--- src/rtl/demux4_stage.sv ---
// Registered 1-to-4 dispatch stage: one valid/ready producer fans out to four
// valid/ready consumers through a single holding register, with per-port transfer counters.
module demux4_stage #(
    parameter int unsigned DATA_WIDTH = 32
) (
    input  logic                  clk,
    input  logic                  rst,
    input  logic                  in_valid,
    output logic                  in_ready,
    input  logic [DATA_WIDTH-1:0] in_data,
    input  logic [1:0]            in_sel,
    output logic                  out0_valid,
    output logic                  out1_valid,
    output logic                  out2_valid,
    output logic                  out3_valid,
    input  logic                  out0_ready,
    input  logic                  out1_ready,
    input  logic                  out2_ready,
    input  logic                  out3_ready,
    output logic [DATA_WIDTH-1:0] out0_data,
    output logic [DATA_WIDTH-1:0] out1_data,
    output logic [DATA_WIDTH-1:0] out2_data,
    output logic [DATA_WIDTH-1:0] out3_data,
    output logic [7:0]            count0,
    output logic [7:0]            count1,
    output logic [7:0]            count2,
    output logic [7:0]            count3
);

    localparam int unsigned NUM_PORTS = 4;
    localparam int unsigned CNT_WIDTH = 8;

    typedef enum logic {
        ST_EMPTY = 1'b0,
        ST_FULL  = 1'b1
    } state_t;

    state_t                                 r_state;
    state_t                                 w_state_nxt;
    logic [1:0]                             r_sel;
    logic [DATA_WIDTH-1:0]                  r_data;
    logic [NUM_PORTS-1:0][CNT_WIDTH-1:0]    r_count;

    logic [NUM_PORTS-1:0] w_out_ready;
    logic [NUM_PORTS-1:0] w_out_valid;
    logic                 w_sel_ready;
    logic                 w_xfer;
    logic                 w_accept;

    assign w_out_ready = {out3_ready, out2_ready, out1_ready, out0_ready};
    assign w_sel_ready = w_out_ready[r_sel];
    assign w_xfer      = (r_state == ST_FULL) && w_sel_ready;
    // Readiness looks through to the selected consumer so a draining word frees the slot in the same cycle.
    assign in_ready    = (r_state == ST_EMPTY) || w_sel_ready;
    assign w_accept    = in_valid && in_ready;

    always_comb begin
        w_state_nxt = r_state;
        case (r_state)
            ST_EMPTY: if (w_accept) w_state_nxt = ST_FULL;
            ST_FULL:  if (w_xfer && !w_accept) w_state_nxt = ST_EMPTY;
            default:  w_state_nxt = ST_EMPTY;
        endcase
    end

    always_ff @(posedge clk or posedge rst) begin
        if (rst) begin
            r_state <= ST_EMPTY;
        end else begin
            r_state <= w_state_nxt;
        end
    end

    always_ff @(posedge clk or posedge rst) begin
        if (rst) begin
            r_sel  <= 2'd0;
            r_data <= '0;
        end else if (w_accept) begin
            r_sel  <= in_sel;
            r_data <= in_data;
        end
    end

    // Counter of the outgoing destination bumps on the transfer edge, independent of any new accept.
    always_ff @(posedge clk or posedge rst) begin
        if (rst) begin
            r_count <= '0;
        end else if (w_xfer) begin
            r_count[r_sel] <= r_count[r_sel] + CNT_WIDTH'(1);
        end
    end

    always_comb begin
        w_out_valid = '0;
        w_out_valid[r_sel] = (r_state == ST_FULL);
    end

    assign out0_valid = w_out_valid[0];
    assign out1_valid = w_out_valid[1];
    assign out2_valid = w_out_valid[2];
    assign out3_valid = w_out_valid[3];

    assign out0_data = w_out_valid[0] ? r_data : '0;
    assign out1_data = w_out_valid[1] ? r_data : '0;
    assign out2_data = w_out_valid[2] ? r_data : '0;
    assign out3_data = w_out_valid[3] ? r_data : '0;

    assign count0 = r_count[0];
    assign count1 = r_count[1];
    assign count2 = r_count[2];
    assign count3 = r_count[3];

endmodule

--- config.mk ---
export PLATFORM = sky130hd
export DESIGN_NAME = demux4_stage
export DESIGN_NICKNAME = d
export VERILOG_FILES = /design/src/rtl/demux4_stage.sv
export SDC_FILE = /design/constraint.sdc
export NUM_CORES = 1
export LEC_CHECK = 0
export CAP_MARGIN = 20
export CELL_PAD_IN_SITES_DETAIL_PLACEMENT = 0
export CELL_PAD_IN_SITES_GLOBAL_PLACEMENT = 2
export CORE_ASPECT_RATIO = 0.8
export CORE_MARGIN = 2
export CORE_UTILIZATION = 24
export CTS_CLUSTER_DIAMETER = 40
export DETAILED_ROUTE_END_ITERATION = 8
export GPL_TIMING_DRIVEN = 0
export PLACE_DENSITY_LB_ADDON = 0.25
export SLEW_MARGIN = 25
export SYNTH_ARGS = -nofsm -noshare
export SYNTH_HDL_FRONTEND = slang
export SYNTH_SLANG_ARGS = --single-unit
--- constraint.sdc ---
create_clock -name clk -period 4.25 [get_ports clk]
set_input_delay 0.85 -clock clk [delete_from_list [all_inputs] [get_ports clk]]
set_output_delay 0.85 -clock clk [all_outputs]
set_load 0.005 [all_outputs]
Yosys cells after proc, flatten, opt, wreduce, memory -nomap -nowiden

Index checks and enable logic that the tools add are counted.
Widths: inputs -> output; s select.

Add/sub/neg operators: 1
Order comparisons: 2
Multiplexer cells: 16
Bitwise operators: 2
Reductions and logical operators: 6

Operators by type and width:

| kind                | number |
|---|---|
| $mux 32             | 4 |
| $bwmux 32           | 1 |
| $bmux 8 s2          | 1 |
| $demux 8 s2         | 1 |
| $mux 8              | 2 |
| $add 8x1->8 const B | 1 |
| $and 4x4->4         | 1 |
| $logic_and 1x1->1   | 4 |
| $mux 1              | 4 |
| $lt 2x3->1 const B  | 1 |
| $bmux 1 s2          | 1 |
| $demux 1 s2         | 1 |
| $ge 2x1->1 const B  | 1 |
| $pmux 1 s2          | 1 |
| $logic_not 1->1     | 1 |
| $logic_or 1x1->1    | 1 |
| $not 1->1           | 1 |

Register bits: 67
Input bits: 41
Output and inout port bits: 165
Logic and storage cells: 34

Logic depth before layout (Yosys ltp)

Gate-level depths: netlist of run 1.

Depth after elaboration: 8
Mapped depth: 8
Depth with buffers taken out: 5

Least setup slack after synthesis of run 1

OpenSTA, ideal clock, no wires.

Path kind: in2out
From: input port out3_ready
To: output port in_ready
Arrival time: 1558 ps
Required time: 3400 ps
Setup slack: 1842 ps
Cell stages on the path: 2
Cells stage by stage: mux4_2 -> nand2b_4

Longest elaborated chain between the ends: 3

Ends and longest elaborated chain:

| item                         | RTL line | text |
|---|---|---|
| from (decl)                  | 19       | `input logic out3_ready,` |
| $bmux 1 s2                   | 51       | `assign w_sel_ready = w_out_ready[r_sel];` |
| $mux 1 (implied by the code) | 51       |  |
| $logic_or 1x1->1             | 54       | `assign in_ready = (r_state == ST_EMPTY) \|\| w_sel_ready;` |
| to (decl)                    | 9        | `output logic in_ready,` |

No other way between the ends. The select of a mux whose other input is x is not followed.

Worst setup path after layout of run 1

From: register r_sel[1]
To: output port out2_data[18]

Longest elaborated chain between the ends: 6

Ends and longest elaborated chain:

| item                                                                  | RTL line | text |
|---|---|---|
| from (decl)                                                           | 40       | `logic [1:0] r_sel;` |
| from (signal assigned)                                                | 79       | `r_sel <= in_sel;` |
| $lt 2x3->1 (implied by the code) / $ge 2x1->1 (equally long branches) | 95       | `w_out_valid[r_sel] = (r_state == ST_FULL);` |
| $logic_and 1x1->1 (implied by the code)                               | 95       |  |
| $mux 1 (implied by the code)                                          | 95       |  |
| $demux 1 s2 *                                                         | 95       |  |
| $and 4x4->4 (no source line) *                                        | --       |  |
| $mux 32 *                                                             | 105      | `assign out2_data = w_out_valid[2] ? r_data : '0;` |
| to (decl)                                                             | 22       | `output logic [DATA_WIDTH-1:0] out2_data,` |

Every way passes the cells marked *; elsewhere a longest branch is shown, timed or not.

==> results of run 1 <==
[cells in the mapped netlist, types with 4 or more instances]
cell type  instances  area, um2
clkbuf_1          17       63.8
a31oi_1           12       75.1
o21ai_0           19       95.1
nand2_1           34        128
mux4_2             5        113
buf_6              5       56.3
nor2_1            13       48.8
mux4_1             4        105
dfrtp_1           67       1680
and2_1           130        813
mux2_2            34        383
[power by group]
part	switching (W)	internal, W	total, W
logic	0.000842	0.00124	0.00208
clock network	0.000289	0.000452	0.000740
registers	0.000238	0.000892	0.00113
[worst min-delay path: cells and delay by family (launching register included)]
kind	cells	cell delay, ns
AOI/OAI and AO/OA	1	0.06
DFF	1	0.35
and+or+nand+nor	1	0.05
[worst paths after layout]
kind,from,to,slack [ns],cells after the start
worst min-delay path,count2[0],count2[0],0.50,2
worst min register to register,count2[0],count2[0],0.50,2
worst max register to register,r_sel[1],count2[4],2.05,6
worst max-delay path,r_sel[1],out2_data[18],0.62,6
min in group asynchronous,rst,count0[3],0.92,2
max in group asynchronous,rst,r_data[9],2.76,3
[state kept, by name, indices dropped and copies added, names as in the netlist]
name and count:
count0 8, count1 8, count2 8, count3 8
r_data 32, r_sel 2, r_state 1
[logic make-up (layout without fill, tap and decap cells)]
group           after synthesis  after routing  synth area share (%)
fa+ha+maj                     1              1                 0.333
flops                        67             67                  44.7
simple gates                193            193                  30.2
buf+inv                      24            246                  3.50
mux                          43             43                  16.0
compound gates               31             31                  4.53
xor+xnor                      3              3                 0.700
[through the flow]
step | instance area [um2] | hold slack [ns]
global route | 6380 | 0.540
finish | 6380 | 0.502
global placement | 6070 | 0.489
CTS | 6380 | 0.508
detailed placement | 6090 | 0.491
floorplan | 3750 | 0.484
[routing by layer]
metal / part of all wire [%] / wire [um] / vias to the layer above
met4: 1.9 / 251 / 0
li1: - / - / 1635
met2: 47 / 6250 / 140
met1: 44 / 5940 / 1621
met3: 7.3 / 984 / 16
met5: 0 / 0 / -
[layout make-up]
cell class,count,share of cell area [%]
buffer,23,2.00
clock buffer,9,3.53
timing repair buffer,206,32.5
clock inverter,7,1.08
inverter,1,0.0980
tap,210,4.12
multi-input combinational,271,30.5
sequential,67,26.3
==> impl_metrics.tcl, run 1 <==
set metrics [dict create \
    syn_area_um2 3750 \
    clk_pin_slew_worst_paths_ns 0.06 \
    synthCells 362 \
    fin_crit_sh_pct 85.4 \
    ys_ff_latch 67 \
    clockBufferDepth 2 \
    fmax_mhz 276 \
    drive_gt1_share_pct 11.8 \
    gp_congestion 0.748 \
    setup_viol 0 \
    hold_buffers 0 \
    grt-busiest-layer "met2" \
    cpPeakStageDelay_ns 0.52 \
    routedWlPerCell_um 16.9 \
    cp_top_family "buffers and inverters" \
    cts_resized 0 \
    first_pass_iters 4 \
    numPortBuffers 205 \
    final_nets 621 \
    synth.avg_cell_area_um2 10.4 \
    grt_setup_unrepaired "no" \
    power.density_nw_per_um2 620 \
    met3_usage_pct 5.12 \
    path_cells "buf_4 > nand2_1 > nor2_1 > clkbuf_1 > and2_1 > clkdlybuf4s50_1" \
    crit_buf_inv 3 \
    setup_ws_ns 0.621 \
    cts_tree "built" \
    synthDistinctLibCells 28 \
    start_kind "flop" \
    worstPathMaxFanout 10 \
    vias 3412 \
    yosysSeqAreaShare_pct 44.7 \
    synth_edf_count 0 \
    crit_required_ns 3.40 \
    hold_viol 0 \
    wl_um 13400 \
    final_util_pct 42.1 \
    ctsHtreeMaxLevel 3 \
    seqCellArea_um2 1680 \
    mostFrequentLayoutCell "clkdlybuf4s50_1" \
    dpl.cell_count 778 \
    die_h_um 116 \
    grt_pass1_vias 3476 \
    fin_setup_tns_ns 0 \
    hold_class "flop to flop" \
    post-route-min-period_ns 3.63 \
    fp.coreArea_um2 15200 \
    dp_slack_ns 0.818 \
    max_cap_violations 0 \
    grt_usage_pct 16.0 \
    start_util_pct 24.7 \
    avgViaCountPerCell 4.30 \
    drc 0 \
    area_delta_synth_final_pct 70.1 \
    n_antenna_cell 0 \
    die_x_um 144 \
    cts_sinks 67 \
    cp-end-kind "output pin" \
    met1_usage_pct 20.8 \
    status "complete, no violations" \
    cts_setup_buffers 0 \
    grt_overflow 0 \
    critPathKind "flop to output pin" \
    antenna_left 0 \
    relSlewSlack_pct 37.4 \
    p_leak_nw 2.53 \
    clk_latency_ns 0.33 \
    grtUsageMet2_pct 25.4 \
    total_power_w 0.00396 \
    cts-root-buf "clkbuf_16" \
    worst_path_max_delay_cell "dfrtp_1" \
    async_reset_ff_share_pct 100 \
    grt_max_degree 41 \
    n_fill_cell 1526 \
    ys.flop_type "dfrtp_1" \
    final_cells 794 \
    dp_hpwl_um 10400 \
    row_count 40 \
    multi_input_area_um2 1940 \
    ys_warn_count 0 \
    arrival_ns 2.78 \
    synth_nets 404 \
    drt-initial-drc-count 123 \
    cts_made_buffers 9 \
    mostFrequentLayoutCells "clkdlybuf4s50_1, and2_1, dfrtp_1, mux2_2, nand2_1" \
    skew_ns 0.00865 \
    ir_worst_vdd_mv 0.264 \
    worst_pin_slew_ns 0.937 \
    finalMaxSlewViolations 0 \
    grt_pass1_wl_um 20000 \
    ios 206 \
    antenna_found_initial 0 \
    fp.dieArea_um2 16700 \
]
Note: power is estimated with default switching activity, not from simulation.
==> run 2: changes to the inputs <==
- CAP_MARGIN: 20 -> 0
- GPL_TIMING_DRIVEN: 0 -> unset
==> run 2 against run 1 <==
  * Cell area is 0.88% lower
  * Register-to-register slack worse by 0.51 ns
  * Setup slack better by 0.068 ns
  * Hold slack better by 0.00089 ns
  * Total power is 0.34% higher
  * Flip-flop and latch count stayed put
  * First-iteration DRC count is 17% lower
  * Wire length is 4.1% lower
  * Clock power is 9.7% higher
  * Clock skew is 0.0021 ns higher
  * Sequential power is 4% higher
  * Cell count is 2.0% lower
  * Critical endpoint is now out2_data[17]
  * Largest power group unchanged
==> impl_metrics.tcl, run 2 (synthesis results as in run 1) <==
set metrics [dict create \
    fin_setup_tns_ns 0 \
    p_leak_nw 2.52 \
    wl_um 12900 \
    grt-busiest-layer "met2" \
    hold_viol 0 \
    crit_buf_inv 2 \
    cts_made_buffers 9 \
    final_area_um2 6330 \
    numPortBuffers 205 \
    ctsHtreeMaxLevel 3 \
    dpl-instance-area_um2 6000 \
    first_pass_iters 5 \
    die_h_um 116 \
    top_register "r_data" \
    start_util_pct 24.7 \
    start_kind "flop" \
    fmax_mhz 281 \
    setup_ws_ns 0.689 \
    antenna_found_initial 0 \
    multi_input_area_um2 1950 \
    routedWlPerCell_um 16.5 \
    mostFrequentLayoutCells "clkdlybuf4s50_1, and2_1, dfrtp_1, mux2_2, nand2_1" \
    clockBufferDepth 2 \
    power.density_nw_per_um2 627 \
    grtUsageMet2_pct 24.6 \
    crit_required_ns 3.40 \
    worst_path_max_delay_cell "dfrtp_1" \
    cts-root-buf "clkbuf_16" \
    avgViaCountPerCell 4.33 \
    grt_setup_unrepaired "no" \
    arrival_ns 2.71 \
    cts_resized 0 \
    antenna_left 0 \
    die_x_um 144 \
    max_cap_violations 0 \
    grt_pass1_vias 3292 \
    row_count 40 \
    worstPathMaxFanout 23 \
    gp_congestion 0.736 \
    path_cells "nand2_1 > nor2_2 > buf_4 > and2_1 > clkdlybuf4s50_1" \
    relSlewSlack_pct 42.1 \
    drt-initial-drc-count 102 \
    met3_usage_pct 4.92 \
    cp_top_family "buffers and inverters" \
    grt_max_degree 35 \
    hold_buffers 0 \
    final_nets 604 \
    ir_worst_vdd_mv 0.206 \
    dp_slack_ns 0.860 \
    skew_ns 0.0108 \
    setup_viol 0 \
    clk_pin_slew_worst_paths_ns 0.06 \
    cts_setup_buffers 0 \
    worst_pin_slew_ns 0.867 \
    fp.coreArea_um2 15200 \
    drive_gt1_share_pct 12.3 \
    cp-end-kind "output pin" \
    hold_class "flop to flop" \
    drc 0 \
    clk_latency_ns 0.33 \
    ios 206 \
    cpPeakStageDelay_ns 0.78 \
    post-route-min-period_ns 3.56 \
    vias 3368 \
    area_delta_synth_final_pct 68.6 \
    grt_usage_pct 15.4 \
    mostFrequentLayoutCell "clkdlybuf4s50_1" \
    seqCellArea_um2 1680 \
    dp_hpwl_um 9610 \
    largest_reg_flops 32 \
    status "complete, no violations" \
    cts_sinks 67 \
    grt_pass1_wl_um 19300 \
    grt_overflow 0 \
    fp.dieArea_um2 16700 \
    met1_usage_pct 20.1 \
    cts_tree "built" \
    fin_crit_sh_pct 83.8 \
    critPathKind "flop to output pin" \
    n_fill_cell 1491 \
    finalMaxSlewViolations 0 \
]
-- run 2: cell type report --
cell class / instances / area share, %
clock inverters: 7 / 1.56
repair buffers: 212 / 33.3
multi-input cells: 271 / 30.9
inverters: 1 / 0.0593
clock buffers: 9 / 3.56
diodes: 1 / 0.0395
well taps: 210 / 4.15
flip-flops and latches: 67 / 26.5
-- run 2: metal layers --
metal / share of wire, % / vias up
met5: 0 / -
met4: 1.2 / 0
met3: 6.7 / 12
met2: 47 / 120
met1: 45 / 1629
li1: - / 1607
-- run 2: worst paths after layout --
path                                  to  cells after the start      start  slack, ns
max                        out2_data[17]                      5   r_sel[1]       0.69
min                            count0[2]                      2  count0[2]       0.50
max reg2reg                    count0[4]                      6   r_sel[0]       1.54
min reg2reg                    count0[2]                      2  count0[2]       0.50
max in group asynchronous      r_data[5]                      3        rst       2.57
min in group asynchronous     r_data[28]                      2        rst       0.92
-- run 2: metrics by stage --
| step | instances | total power (W) | hold slack (ns) | util [%] |
|---|---|---|---|---|
| after floorplan | 362 | 0.00203 | 0.484 | - |
| after global placement | 761 | 0.00319 | 0.489 | 39.6 |
| after detailed placement | 761 | 0.00320 | 0.493 | 39.6 |
| after CTS | 777 | 0.00404 | 0.507 | 41.7 |
| after global routing | 777 | 0.00426 | 0.537 | 41.7 |
| final | 778 | 0.00397 | 0.503 | 41.7 |
-- run 2: worst min-delay path: stages (launching register included) --
cell,delay [ns]
dfrtp_1,0.36
nand2_1,0.05
o21ai_0,0.06
-- run 2: where the power goes --
part           internal [W]  leakage (nW)  switching, W  total (W)
Combinational       0.00121          1.57      0.000779    0.00199
Sequential         0.000891         0.793      0.000274    0.00117
Clock              0.000517         0.156      0.000294   0.000812
